===== src/rtl/uart_rx_fifo_writer_if.sv =====
// ============================================================================
// Module  : uart_rx_fifo_writer_if
// Brief   : Byte-FIFO write port (strobe, data, full) shared by writer and FIFO.
// Revision: 1.0 - initial release
// ============================================================================
`default_nettype none

interface uart_rx_fifo_writer_if;
    logic       wr;
    logic [7:0] din;
    logic       full;

    modport master (output wr, output din, input full);
    modport slave  (input wr, input din, output full);
endinterface

`default_nettype wire


===== src/rtl/uart_rx_fifo_writer.sv =====
// ============================================================================
// Module  : uart_rx_fifo_writer
// Brief   : 8N1 UART receiver pushing good bytes into a byte FIFO; reports
//           framing errors and counts bytes dropped on a full FIFO.
// Revision: 1.0 - initial release
// ============================================================================
`default_nettype none

module uart_rx_fifo_writer #(
    parameter int CLKS_PER_BIT = 16
) (
    input  wire logic              clk,
    input  wire logic              rst,
    input  wire logic              rx,
    uart_rx_fifo_writer_if.master  fifo,
    output logic                   frame_err,
    output logic                   overrun,
    output logic [7:0]             drop_cnt,
    output logic                   busy
);

    localparam logic [15:0] C_BIT_LAST  = 16'(CLKS_PER_BIT - 1);
    localparam logic [15:0] C_HALF_LAST = 16'((CLKS_PER_BIT / 2) - 1);

    localparam logic [2:0] S_IDLE      = 3'd0;
    localparam logic [2:0] S_START     = 3'd1;
    localparam logic [2:0] S_DATA      = 3'd2;
    localparam logic [2:0] S_STOP      = 3'd3;
    localparam logic [2:0] S_PUSH      = 3'd4;
    localparam logic [2:0] S_WAIT_IDLE = 3'd5;

    logic [2:0]  r_state;
    logic [2:0]  w_next;
    logic        r_rx_meta;
    logic        r_rx_s;
    logic [15:0] r_timer;
    logic [2:0]  r_bit_idx;
    logic [7:0]  r_byte;
    logic [7:0]  r_din;
    logic        w_tick_half;
    logic        w_tick_bit;

    assign w_tick_half = (r_timer == C_HALF_LAST);
    assign w_tick_bit  = (r_timer == C_BIT_LAST);

    always_ff @(posedge clk) begin
        if (rst) begin
            r_state <= S_IDLE;
        end else begin
            r_state <= w_next;
        end
    end

    always_comb begin
        w_next = r_state;
        case (r_state)
            S_IDLE: begin
                if (!r_rx_s) w_next = S_START;
            end
            S_START: begin
                if (w_tick_half) w_next = r_rx_s ? S_IDLE : S_DATA;
            end
            S_DATA: begin
                if (w_tick_bit && (r_bit_idx == 3'd7)) w_next = S_STOP;
            end
            S_STOP: begin
                if (w_tick_bit) begin
                    if (!r_rx_s)        w_next = S_WAIT_IDLE;
                    else if (fifo.full) w_next = S_IDLE;
                    else                w_next = S_PUSH;
                end
            end
            S_PUSH:      w_next = S_IDLE;
            S_WAIT_IDLE: begin
                if (r_rx_s) w_next = S_IDLE;
            end
            default:     w_next = S_IDLE;
        endcase
    end

    always_comb begin
        fifo.wr = (r_state == S_PUSH);
        busy    = (r_state != S_IDLE);
    end

    // Timer restarts on every state change and on each data-bit sample point
    always_ff @(posedge clk) begin
        if (rst) begin
            r_rx_meta <= 1'b1;
            r_rx_s    <= 1'b1;
            r_timer   <= 16'd0;
            r_bit_idx <= 3'd0;
            r_byte    <= 8'd0;
            r_din     <= 8'd0;
            frame_err <= 1'b0;
            overrun   <= 1'b0;
            drop_cnt  <= 8'd0;
        end else begin
            r_rx_meta <= rx;
            r_rx_s    <= r_rx_meta;
            frame_err <= 1'b0;
            overrun   <= 1'b0;

            if ((r_state != w_next) || ((r_state == S_DATA) && w_tick_bit)) begin
                r_timer <= 16'd0;
            end else begin
                r_timer <= r_timer + 16'd1;
            end

            if (r_state == S_START) begin
                r_bit_idx <= 3'd0;
            end else if ((r_state == S_DATA) && w_tick_bit) begin
                r_byte[r_bit_idx] <= r_rx_s;
                r_bit_idx         <= r_bit_idx + 3'd1;
            end

            if ((r_state == S_STOP) && w_tick_bit) begin
                if (!r_rx_s) begin
                    frame_err <= 1'b1;
                end else if (fifo.full) begin
                    overrun <= 1'b1;
                    if (drop_cnt != 8'hFF) drop_cnt <= drop_cnt + 8'd1;
                end else begin
                    r_din <= r_byte;
                end
            end
        end
    end

    assign fifo.din = r_din;

endmodule

`default_nettype wire

===== src/flat_wrapper.sv =====
// flat-port wrapper written by rule: the top's interface ports become plain ports
module uart_rx_fifo_writer_flat 
#(
    parameter int CLKS_PER_BIT = 16
)
  (clk, rst, rx, frame_err, overrun, drop_cnt, busy, fifo_wr, fifo_din, fifo_full);
  uart_rx_fifo_writer_if fifo_i ();
  input  wire logic clk;
  input  wire logic rst;
  input  wire logic rx;
  output logic frame_err;
  output logic overrun;
  output logic [7:0] drop_cnt;
  output logic busy;
  output wire logic [$bits(fifo_i.wr)-1:0] fifo_wr;
  output wire logic [$bits(fifo_i.din)-1:0] fifo_din;
  input wire logic [$bits(fifo_i.full)-1:0] fifo_full;
  assign fifo_wr = fifo_i.wr;
  assign fifo_din = fifo_i.din;
  assign fifo_i.full = fifo_full;
  uart_rx_fifo_writer #(.CLKS_PER_BIT(CLKS_PER_BIT)) u_core (.clk(clk), .rst(rst), .rx(rx), .fifo(fifo_i), .frame_err(frame_err), .overrun(overrun), .drop_cnt(drop_cnt), .busy(busy));
endmodule

===== config.mk =====
export PLATFORM = sky130hd
export DESIGN_NAME = uart_rx_fifo_writer_flat
export DESIGN_NICKNAME = d
export VERILOG_FILES = /design/src/rtl/uart_rx_fifo_writer_if.sv /design/src/rtl/uart_rx_fifo_writer.sv /design/src/flat_wrapper.sv
export SDC_FILE = /design/constraint.sdc
export NUM_CORES = 1
export LEC_CHECK = 0
export CAP_MARGIN = 5
export CORE_MARGIN = 2
export CORE_UTILIZATION = 56
export CTS_CLUSTER_SIZE = 16
export DETAILED_ROUTE_END_ITERATION = 6
export PLACE_DENSITY = 0.75
export REMOVE_ABC_BUFFERS = 1
export SYNTH_ARGS = -nofsm -noshare
export SYNTH_HDL_FRONTEND = slang
export SYNTH_SLANG_ARGS = --single-unit
export TNS_END_PERCENT = 30

===== constraint.sdc =====
create_clock -name clk -period 4.75 [get_ports clk]
set_input_delay 1.1875 -clock clk [delete_from_list [all_inputs] [get_ports clk]]
set_output_delay 1.1875 -clock clk [all_outputs]
set_load 0.1 [all_outputs]

==> results of run 1 <==
cell type report:
| type | count | area [sq um] | area share, % |
|---|---|---|---|
| Clock buffer | 5 | 68.8 | 2.41 |
| Clock inverter | 3 | 47.5 | 1.67 |
| Inverter | 7 | 26.3 | 0.922 |
| Multi-Input combinational cell | 211 | 1400 | 49.0 |
| Sequential cell | 50 | 1000 | 35.1 |
| Tap cell | 52 | 65.1 | 2.28 |
| Timing Repair Buffer | 25 | 245 | 8.60 |
kinds of logic after synthesis:
logic type / count (synthesis)
XOR/XNOR: 14
AO/OA/AOI/OAI: 42
AND/OR/NAND/NOR: 137
multiplexers: 14
adder cells (fa/ha/maj): 4
buffers and inverters: 28
flip-flops: 50
sequential cells by signal (all words and copies together), names as in the netlist:
signal,flops
u_core.r_timer,16
u_core.drop_cnt,8
u_core.fifo.din,8
u_core.r_byte,8
u_core.r_bit_idx,3
u_core.r_state,3
u_core.frame_err,1
u_core.overrun,1
u_core.r_rx_meta,1
u_core.r_rx_s,1
metal layers:
layer,vias to the layer above,GRT usage [%]
li1,1061,-
met1,978,26.8
met2,32,36.9
met3,4,5.20
met4,0,6.08
met5,-,0
through the flow:
stage	worst slack (ns)	instances
6_report	1.38	353
5_1_grt	1.30	353
4_1_cts	1.38	353
3_5_place_dp	1.54	345
3_3_place_gp	1.59	345
2_1_floorplan	0.890	268
final timing paths:
| path | to | slack (ns) |
|---|---|---|
| worst min register to register | u_core.r_rx_s | 0.41 |
| worst max register to register | u_core.r_timer[11] | 2.43 |
| worst min-delay path | u_core.r_rx_s | 0.41 |
| worst max-delay path | fifo_wr | 1.38 |
placed cells by master, fill, tap and decap left out, types with 2 or more instances in the layout:
master,instances
dfxtp_1,50
clkdlybuf4s50_1,23
nor2_1,21
a21oi_1,16
nand3_1,15
o21ai_0,14
nor3_1,14
nand4b_1,11
nand2b_1,11
nand4_1,11
nor4_1,10
xnor2_1,10
nand2_1,9
nor2b_1,9
mux2i_1,8
inv_1,7
mux2_2,6
or3_1,5
clkbuf_8,5
or4_4,4
or2_2,4
xor2_1,4
ha_1,4
a211oi_1,3
nor3b_1,2
and3_1,2
a32oi_1,2
and4_1,2
buf_4,2
power by group through the flow:
| stage | clock (W) | combinational (W) | sequential (W) |
|---|---|---|---|
| final | 0.000305 | 0.0000330 | 0.000428 |
| after global routing | 0.000332 | 0.0000364 | 0.000429 |
| after CTS | 0.000314 | 0.0000332 | 0.000427 |
| after detailed placement | 0 | 0.0000330 | 0.000437 |
| after global placement | 0 | 0.0000331 | 0.000437 |
| after floorplan | 0 | 0.0000199 | 0.000436 |
==> results.tsv, run 1 <==
stage	metric	value	unit
pwr	part of the power in registers	55.8	%
worst_hold_path	Hold Path Depth	1	
global_routing	first-pass GRT wire length	8950	microns
cts	Skew-Pair Late Insertion Delay	0.31	ns
routing	metal2 WL	2410	microns
timing	final critical delay including setup and external delays	3.37	ns
routing	First DRT Iteration DRCs	143	
timing	Hold Slack	0.413	ns
worst_hold_path	min-delay src	u_core.r_rx_meta	
pwr	combinational share of power	4.3	%
cts	clock slew at reported path FFs	0.10	ns
synthesis	Compound-Gate Fraction of Synth Area	9.59	%
layout	P&R area growth vs syn	11.5	%
setup_path	delay of the slowest critical-path stage	1.16	ns
timing	setup TNS	0	ns
cts	postcts setup bufs	0	
setup_path	critical path arrival	2.18	ns
timing	relative slew slack	29.5	%
pwr	Leak	0.963	nW
layout	Fillers	390	
die	Rows	24	
global_routing	initial antenna violation count	0	
global_routing	gr usage total	21.5	%
routing	DR top layer	met4	
synthesis	Ys Warns	0	
die	Horiz. Die Dim	71.6	microns
timing	Final Max Slew Viols	0	
synthesis	number of library cell types mapped by synthesis	46	
cts	clock root cell	clkbuf_8	
pwr	Tot Pwr	0.000766	W
synthesis	share of the synthesized area in the top cell type	39.2	%
setup_path	Setup crit start	u_core.r_state[2]	
cts	clock sink count	50	
timing	Worst Tran Pin Value	1.05	ns
routing	M1 WL	2410	microns
placed_design	Placed Area	0.00273	sq mm
pwr	switching part of the total power	22.3	%
routing	DRC	0	
synthesis	Seq cells post-synth	50	
die	Die Ht	71.6	microns
flow_run	Max-cap violations	0	
timing	RSZ-0062 raised after global routing	no	
synthesis	main combinational cell family by area after synthesis	simple AND/OR/NAND/NOR gates	
synthesis	syn_area_per_cell	8.84	sq um
routing	final WL	5000	microns
pwr	Pint	0.000595	W
cts	# H-tree levels	2	
synthesis	asr flop ratio synth	0	%
synthesis	Post-Synth Simple-Gate Area	32.5	%
synthesis	sequential area share after synthesis	39.2	%
routing	Initial DRT Pass Iterations	4	
layout	Antenna Cells	0	
die	Die Area	0.00512	sq mm
cts	Num CTS Buffers	5	
timing	Clock Skews	0.0145	ns
setup_path	RR Startpoint	u_core.r_timer[0]	
setup_path	crit-path cells	nor3b_1 > clkdlybuf4s50_1	
setup_path	WP depth	2	
global_routing	Remaining Overflow, GRT	0	
setup_path	WP data required	3.56	ns
routing	routed vias	2075	
setup_path	CP delay by family, top	buffers and inverters	
routing	via/cell ratio	5.88	
placed_design	IO Port Bufs	23	
timing	fmax	297	MHz
die	Starting Density	58.3	%
setup_path	Worst setup SP type	register	
synthesis	post-synthesis xor/xnor area fraction	4.80	%
synthesis	Post-synth EDFFs	0	
cts	post_cts resized	0	
placed_design	Routability Congestion	0.783	
setup_path	critical path type	register to primary output	
setup_path	Max FO, Critical Path	10	
synthesis	count leader, synth	dfxtp_1	
pwr	Power Density	269	mW/mm^2
pwr	Psw	0.000171	W
placed_design	DP HPWL	3300	microns
worst_hold_path	HP Class	register to register	
die	core area	0.00438	sq mm
die	Ports	24	
outcome	outcome	finished clean	
cts	Longest Clk Path Bufs	2	
setup_path	Buffers & Inverters on Critical Path	1	
layout	share of cells above drive strength 1	9.30	%
layout	Final #Nets	308	
layout	Final Cell Area	0.00285	sq mm
synthesis	mux cell area share after synthesis	5.78	%
synthesis	Post-Syn Instances	289	
timing	Final setup viols	0	
pwr	Peak VDD IR	0.149	mV
synthesis	area leader, netlist	dfxtp_1	
global_routing	vias in the first global route	2033	
synthesis	Mapped Area	0.00256	sq mm
setup_path	Worst Reg-to-Reg Cells	5	
synthesis	Synth Area in Adders	1.96	%
timing	Final Hold Viols	0	
setup_path	crit path capture type	primary output	
routing	met3 wire len	134	microns
cts	hold_buf cts	0	
synthesis	Commonest cells post-synth	50 x dfxtp_1, 21 x nor2_1, 16 x a21oi_1	
timing	part of the cycle the worst path needs	70.9	%
synthesis	Synth Flop Type	dfxtp_1	
pwr	clock power share	39.8	%
cts	CTS tree	built	
setup_path	Critical Path Slowest Stage Cell	clkdlybuf4s50_1	
layout	Util after Layout	65.0	%
routing	Routed wire per std cell	14.2	microns
global_routing	largest net degree at the start of global routing	41	
synthesis	synth top area cells	dfxtp_1 39%, nand4b_1 3.8%, xnor2_1 3.4%, a21oi_1 3.1%, mux2i_1 3.1%	
routing	DRT antenna net count	0	
(Power assumes the default switching activity.)
==> run 2: changes to the inputs <==
==> constraint.sdc (replaced) <==
create_clock -name clk -period 3.27 [get_ports clk]
set_input_delay 0.8175 -clock clk [delete_from_list [all_inputs] [get_ports clk]]
set_output_delay 0.8175 -clock clk [all_outputs]
set_load 0.1 [all_outputs]
==> results.tsv, run 2 (same netlist as run 1, synthesis figures left out) <==
stage	metric	value	unit
timing	part of the cycle the worst path needs	73.3	%
timing	Worst Tran Pin Value	0.902	ns
cts	Num CTS Buffers	5	
cts	Skew-Pair Late Insertion Delay	0.30	ns
global_routing	gr usage total	21.5	%
routing	DRC	0	
placed_design	Post-Place Setup Slack	0.565	ns
placed_design	Placed Area	0.00270	sq mm
timing	Final Max Slew Viols	0	
global_routing	initial antenna violation count	0	
pwr	Power Density	367	mW/mm^2
global_routing	first-pass GRT wire length	8860	microns
setup_path	crit-path cells	clkdlybuf4s50_1 > and4_1 > o211ai_1 > nor4_1 > mux2_2	
routing	via/cell ratio	5.88	
global_routing	vias in the first global route	1951	
setup_path	delay of the slowest critical-path stage	0.59	ns
routing	final WL	5070	microns
die	Horiz. Die Dim	71.6	microns
setup_path	WP data required	3.46	ns
placed_design	Inst Count DP	347	
layout	Largest Register	u_core.r_timer	
die	core area	0.00438	sq mm
timing	final critical delay including setup and external delays	2.40	ns
timing	Clock Skews	0.00494	ns
cts	hold_buf cts	0	
placed_design	DP HPWL	3520	microns
cts	Longest Clk Path Bufs	2	
placed_design	Routability Congestion	0.795	
layout	most frequent cells in the layout	50 x dfxtp_1, 24 x buf_4, 21 x nor2_1	
flow_run	Max-cap violations	0	
worst_hold_path	HP Class	register to register	
die	Die Ht	71.6	microns
outcome	outcome	finished clean	
layout	P&R area growth vs syn	8.81	%
timing	RSZ-0062 raised after global routing	no	
timing	Final Hold Viols	0	
layout	share of cells above drive strength 1	15.9	%
layout	Fillers	395	
die	Rows	24	
setup_path	crit path capture type	register	
layout	Final Cell Area	0.00278	sq mm
cts	clock slew at reported path FFs	0.08	ns
pwr	Peak VDD IR	0.209	mV
global_routing	largest net degree at the start of global routing	31	
layout	Final #Nets	310	
setup_path	critical path arrival	2.59	ns
layout	most common cell after layout, fill and taps aside	dfxtp_1	
timing	fmax	417	MHz
cts	CTS tree	built	
routing	Routed wire per std cell	14.4	microns
cts	# H-tree levels	2	
setup_path	Critical Path Slowest Stage Cell	clkdlybuf4s50_1	
placed_design	IO Port Bufs	23	
setup_path	critical path type	input port to register	
routing	First DRT Iteration DRCs	160	
pwr	Leak	0.998	nW
routing	DRT antenna net count	0	
routing	Initial DRT Pass Iterations	4	
global_routing	Remaining Overflow, GRT	0	
timing	relative slew slack	39.4	%
setup_path	Worst setup SP type	input port	
routing	routed vias	2074	
die	Starting Density	58.3	%
timing	setup TNS	0	ns
die	Die Area	0.00512	sq mm
cts	clock sink count	50	
cts	post_cts resized	0	
layout	Antenna Cells	0	
layout	non-filler cells, final	353	
die	Ports	24	
cts	clock root cell	clkbuf_8	
cts	postcts setup bufs	0	
setup_path	Max FO, Critical Path	10	
timing	final worst-path setup slack	0.875	ns
layout	max reg flops	16	
timing	Final setup viols	0	
run 2: cell count changes in the layout (fill, tap and decap cells not counted), sizes merged:
cell,delta
buf,+22
clkinv,-1
clkbuf,+1
clkdlybuf4s50,-20
bufinv,-1
inv,-1
run 2: report_power, final:
part | internal [W] | total, W | switching, W
clock | 0.000163 | 0.000350 | 0.000187
sequential | 0.000614 | 0.000621 | 0.00000721
combinational | 0.0000198 | 0.0000496 | 0.0000298
run 2: per-layer routing:
layer / share of wire (%) / GRT usage [%]
met3: 2.9 / 4.64
met1: 49 / 28.1
met2: 47 / 35.8
met4: 1.2 / 6.29
met5: 0 / 0
run 2: path summary, 6_finish.rpt:
kind,end,slack (ns),cells after the start,from
worst min register to register,u_core.r_rx_s,0.41,1,u_core.r_rx_meta
worst max-delay path,u_core.drop_cnt[7],0.87,5,fifo_full
worst min-delay path,u_core.r_rx_s,0.41,1,u_core.r_rx_meta
worst max register to register,u_core.r_byte[5],0.97,5,u_core.r_timer[10]
run 2: layout make-up:
| cell class | count | area, sq um | area share (%) |
|---|---|---|---|
| tap | 52 | 65.1 | 2.34 |
| inverter | 7 | 26.3 | 0.945 |
| timing repair buffer | 27 | 210 | 7.56 |
| clock buffer | 6 | 82.6 | 2.97 |
| sequential | 50 | 1000 | 36.0 |
| multi-input combinational | 211 | 1400 | 50.2 |
run 2: critical path, delay by kind of cell:
| family | cells | cell delay, ns |
|---|---|---|
| simple gates | 2 | 0.52 |
| buf+inv | 1 | 0.59 |
| compound gates | 1 | 0.28 |
| mux | 1 | 0.38 |
run 2: metrics by stage:
step                      util [%]  hold WS, ns  total power (W)
after floorplan                  -        0.389         0.000662
after global placement        61.6        0.392         0.000684
after detailed placement      61.6        0.397         0.000685
after CTS                     63.4        0.416          0.00103
after global routing          63.4        0.433          0.00106
final                         63.4        0.414          0.00102
==> patch, RTL diff (config.mk and constraints of run 1) <==
Make the reset (`rst`) asynchronous in 2 clocked blocks.
--- a/src/rtl/uart_rx_fifo_writer.sv
+++ b/src/rtl/uart_rx_fifo_writer.sv
@@ -43,7 +43,7 @@
     assign w_tick_half = (r_timer == C_HALF_LAST);
     assign w_tick_bit  = (r_timer == C_BIT_LAST);
 
-    always_ff @(posedge clk) begin
+    always_ff @(posedge clk or posedge rst) begin
         if (rst) begin
             r_state <= S_IDLE;
         end else begin
@@ -84,7 +84,7 @@
     end
 
     // Timer restarts on every state change and on each data-bit sample point
-    always_ff @(posedge clk) begin
+    always_ff @(posedge clk or posedge rst) begin
         if (rst) begin
             r_rx_meta <= 1'b1;
             r_rx_s    <= 1'b1;
Formal check against the unedited RTL: differs if rst is asserted again (counterexample within 4 cycles, from zero or initial values and one cycle with rst high); with rst held inactive, the same outputs for 10 cycles.
==> patch against run 1 <==
Setup slack got worse by 0.15 ns. Area after synthesis shrank 4.6%. Core utilization rose by 3.3 points. Routed wire length fell by 18%. Fmax decreased by 4.3%. Sequential cell count unchanged. Die area shrank 4.3%. Cell area down 2.0%. Critical endpoint unchanged. Largest cell class is now registers.
Power is not compared: it rests on default switching activity, and its combinational part moved more than twofold at a synthesized area within 25%.
==> patch: results <==
group,metric,value,unit
run_status,run_status,"complete, no violations",
yosys,synth-async-reset-ratio,100,%
drt,drt_first_iter_violations,84,
critical_path,critical_path_peak_fanout,13,
yosys,synth_seq_area_share,51.4,%
global_route,first_global_vias,1606,
global_route,grt_first_pass_wirelength,7420,um
critical_path,crit_slowest_cell,"sky130_fd_sc_hd__clkdlybuf4s50_1",
clocking,postCtsSetupRepairBufs,0,
yosys,ys_warn_count,0,
drt,route.detailed.wl_per_inst,13.9,um
power_and_ir_drop,worst_ir_drop_vdd,259,uV
finish,nFillCells,327,
critical_path,path_delay_family,"buffers and inverters",
timing,max_slew.worst_pin.slew,1.01,ns
drt,drt_pre_antenna_iters,4,
global_route,grt_start_max_net_pins,51,
yosys,synth_top_cells_by_count,"sky130_fd_sc_hd__dfrtp_1 (48), sky130_fd_sc_hd__nor2_1 (30), sky130_fd_sc_hd__nand3_1 (17)",
global_route,grt_antenna_before_repair,0,
yosys,ys_types,42,
critical_path,max_stage_delay,1.18,ns
finish,antennaDiodeCount,0,
clocking,clk_pin_slew_worst_paths,0.09,ns
clocking,cts_root_buf,"sky130_fd_sc_hd__clkbuf_8",
placed_design,gp_congestion,0.796,
timing,clock_skew,0.00676,ns
finish,largest_register_ff_count,16,
finish,largest-register,"u_core.r_timer",
finish,drive_gt1_share,11.0,%
drt,routed_via_density,5.40,
min_path,worstHoldPathType,"register to register",
power_and_ir_drop,p_leak,1.28,nW
yosys,yosysTopAreaCell,"sky130_fd_sc_hd__dfrtp_1",
clocking,clkLatencyLatePin,0.30,ns
min_path,worst_hold_path.num_cells,0,
clocking,post_cts_resize_count,0,
placed_design,place.port_buffers,23,
global_route,grt_usage,18.9,%
yosys,ys_top_cells_by_area,"sky130_fd_sc_hd__dfrtp_1 (49%), sky130_fd_sc_hd__mux2_2 (4.6%), sky130_fd_sc_hd__nor2_1 (4.6%)",
placed_design,place.detailed.hpwl,2790,um
finish,fin_nets,252,
critical_path,worstRegToRegCells,5,
patch: report_power, final:
| part | switching [mW] | leakage [nW] | internal [mW] | total (mW) |
|---|---|---|---|---|
| sequential | 0.0413 | 0.682 | 0.448 | 0.490 |
| clock | 0.134 | 0.0524 | 0.158 | 0.292 |
| combinational | 0.110 | 0.549 | 0.0603 | 0.170 |
patch: cells by family after synthesis:
group,Yosys count,share of synthesized area [%]
simple gates,104,23.9
flops,50,51.4
xor+xnor,23,8.26
mux,19,8.82
compound gates,11,3.28
buf+inv,11,2.31
fa+ha+maj,4,2.05
patch: worst paths after layout:
check / from / to / slack, ns
setup / recovery: u_core.r_state[0]$_DFF_PP0_ / fifo_wr / 1.23
hold / removal: u_core.r_rx_meta$_DFF_PP1_ / u_core.r_rx_s$_DFF_PP1_ / 0.36
setup reg to reg: u_core.r_timer[13]$_DFF_PP0_ / u_core.fifo.din[2]$_DFFE_PP0P_ / 2.14
hold reg to reg: u_core.r_rx_meta$_DFF_PP1_ / u_core.r_rx_s$_DFF_PP1_ / 0.36
max in group asynchronous: rst / u_core.r_timer[5]$_DFF_PP0_ / 2.69
min in group asynchronous: rst / u_core.r_state[0]$_DFF_PP0_ / 1.44
patch: metal layers:
layer / part of all wire, % / global-route usage [%]
met3: 3.5 / 4.91
met4: 1.4 / 5.98
met5: 0 / 0
met1: 52 / 27.5
met2: 43 / 27.7
patch: layout make-up:
cell class | instances | area [um^2] | area share (%)
sequential | 50 | 1250 | 44.9
timing repair buffer | 23 | 230 | 8.24
inverter | 3 | 11.3 | 0.403
multi-input combinational | 161 | 1130 | 40.4
clock buffer | 7 | 76.3 | 2.73
tap | 50 | 62.6 | 2.24
clock inverter | 1 | 30.0 | 1.08
patch: through the flow:
| step | utilization [%] | cell area (um^2) | instances | total power, mW | worst slack (ns) |
|---|---|---|---|---|---|
| after floorplan | - | 2390 | 214 | 0.626 | 0.817 |
| after global placement | 65.7 | 2690 | 287 | 0.667 | 1.58 |
| after detailed placement | 65.7 | 2690 | 287 | 0.669 | 1.59 |
| after CTS | 68.3 | 2790 | 295 | 0.960 | 1.24 |
| after global routing | 68.3 | 2790 | 295 | 1.01 | 1.15 |
| final | 68.3 | 2790 | 295 | 0.952 | 1.23 |
patch: worst reg2reg max path: stages, from the launching register on:
cell and delay, ns:
sky130_fd_sc_hd__dfrtp_1 0.42, sky130_fd_sc_hd__or4_1 0.65, sky130_fd_sc_hd__nor4_4 0.35, sky130_fd_sc_hd__and3_1 0.22, sky130_fd_sc_hd__and3b_1 0.45, sky130_fd_sc_hd__mux2_2 0.40
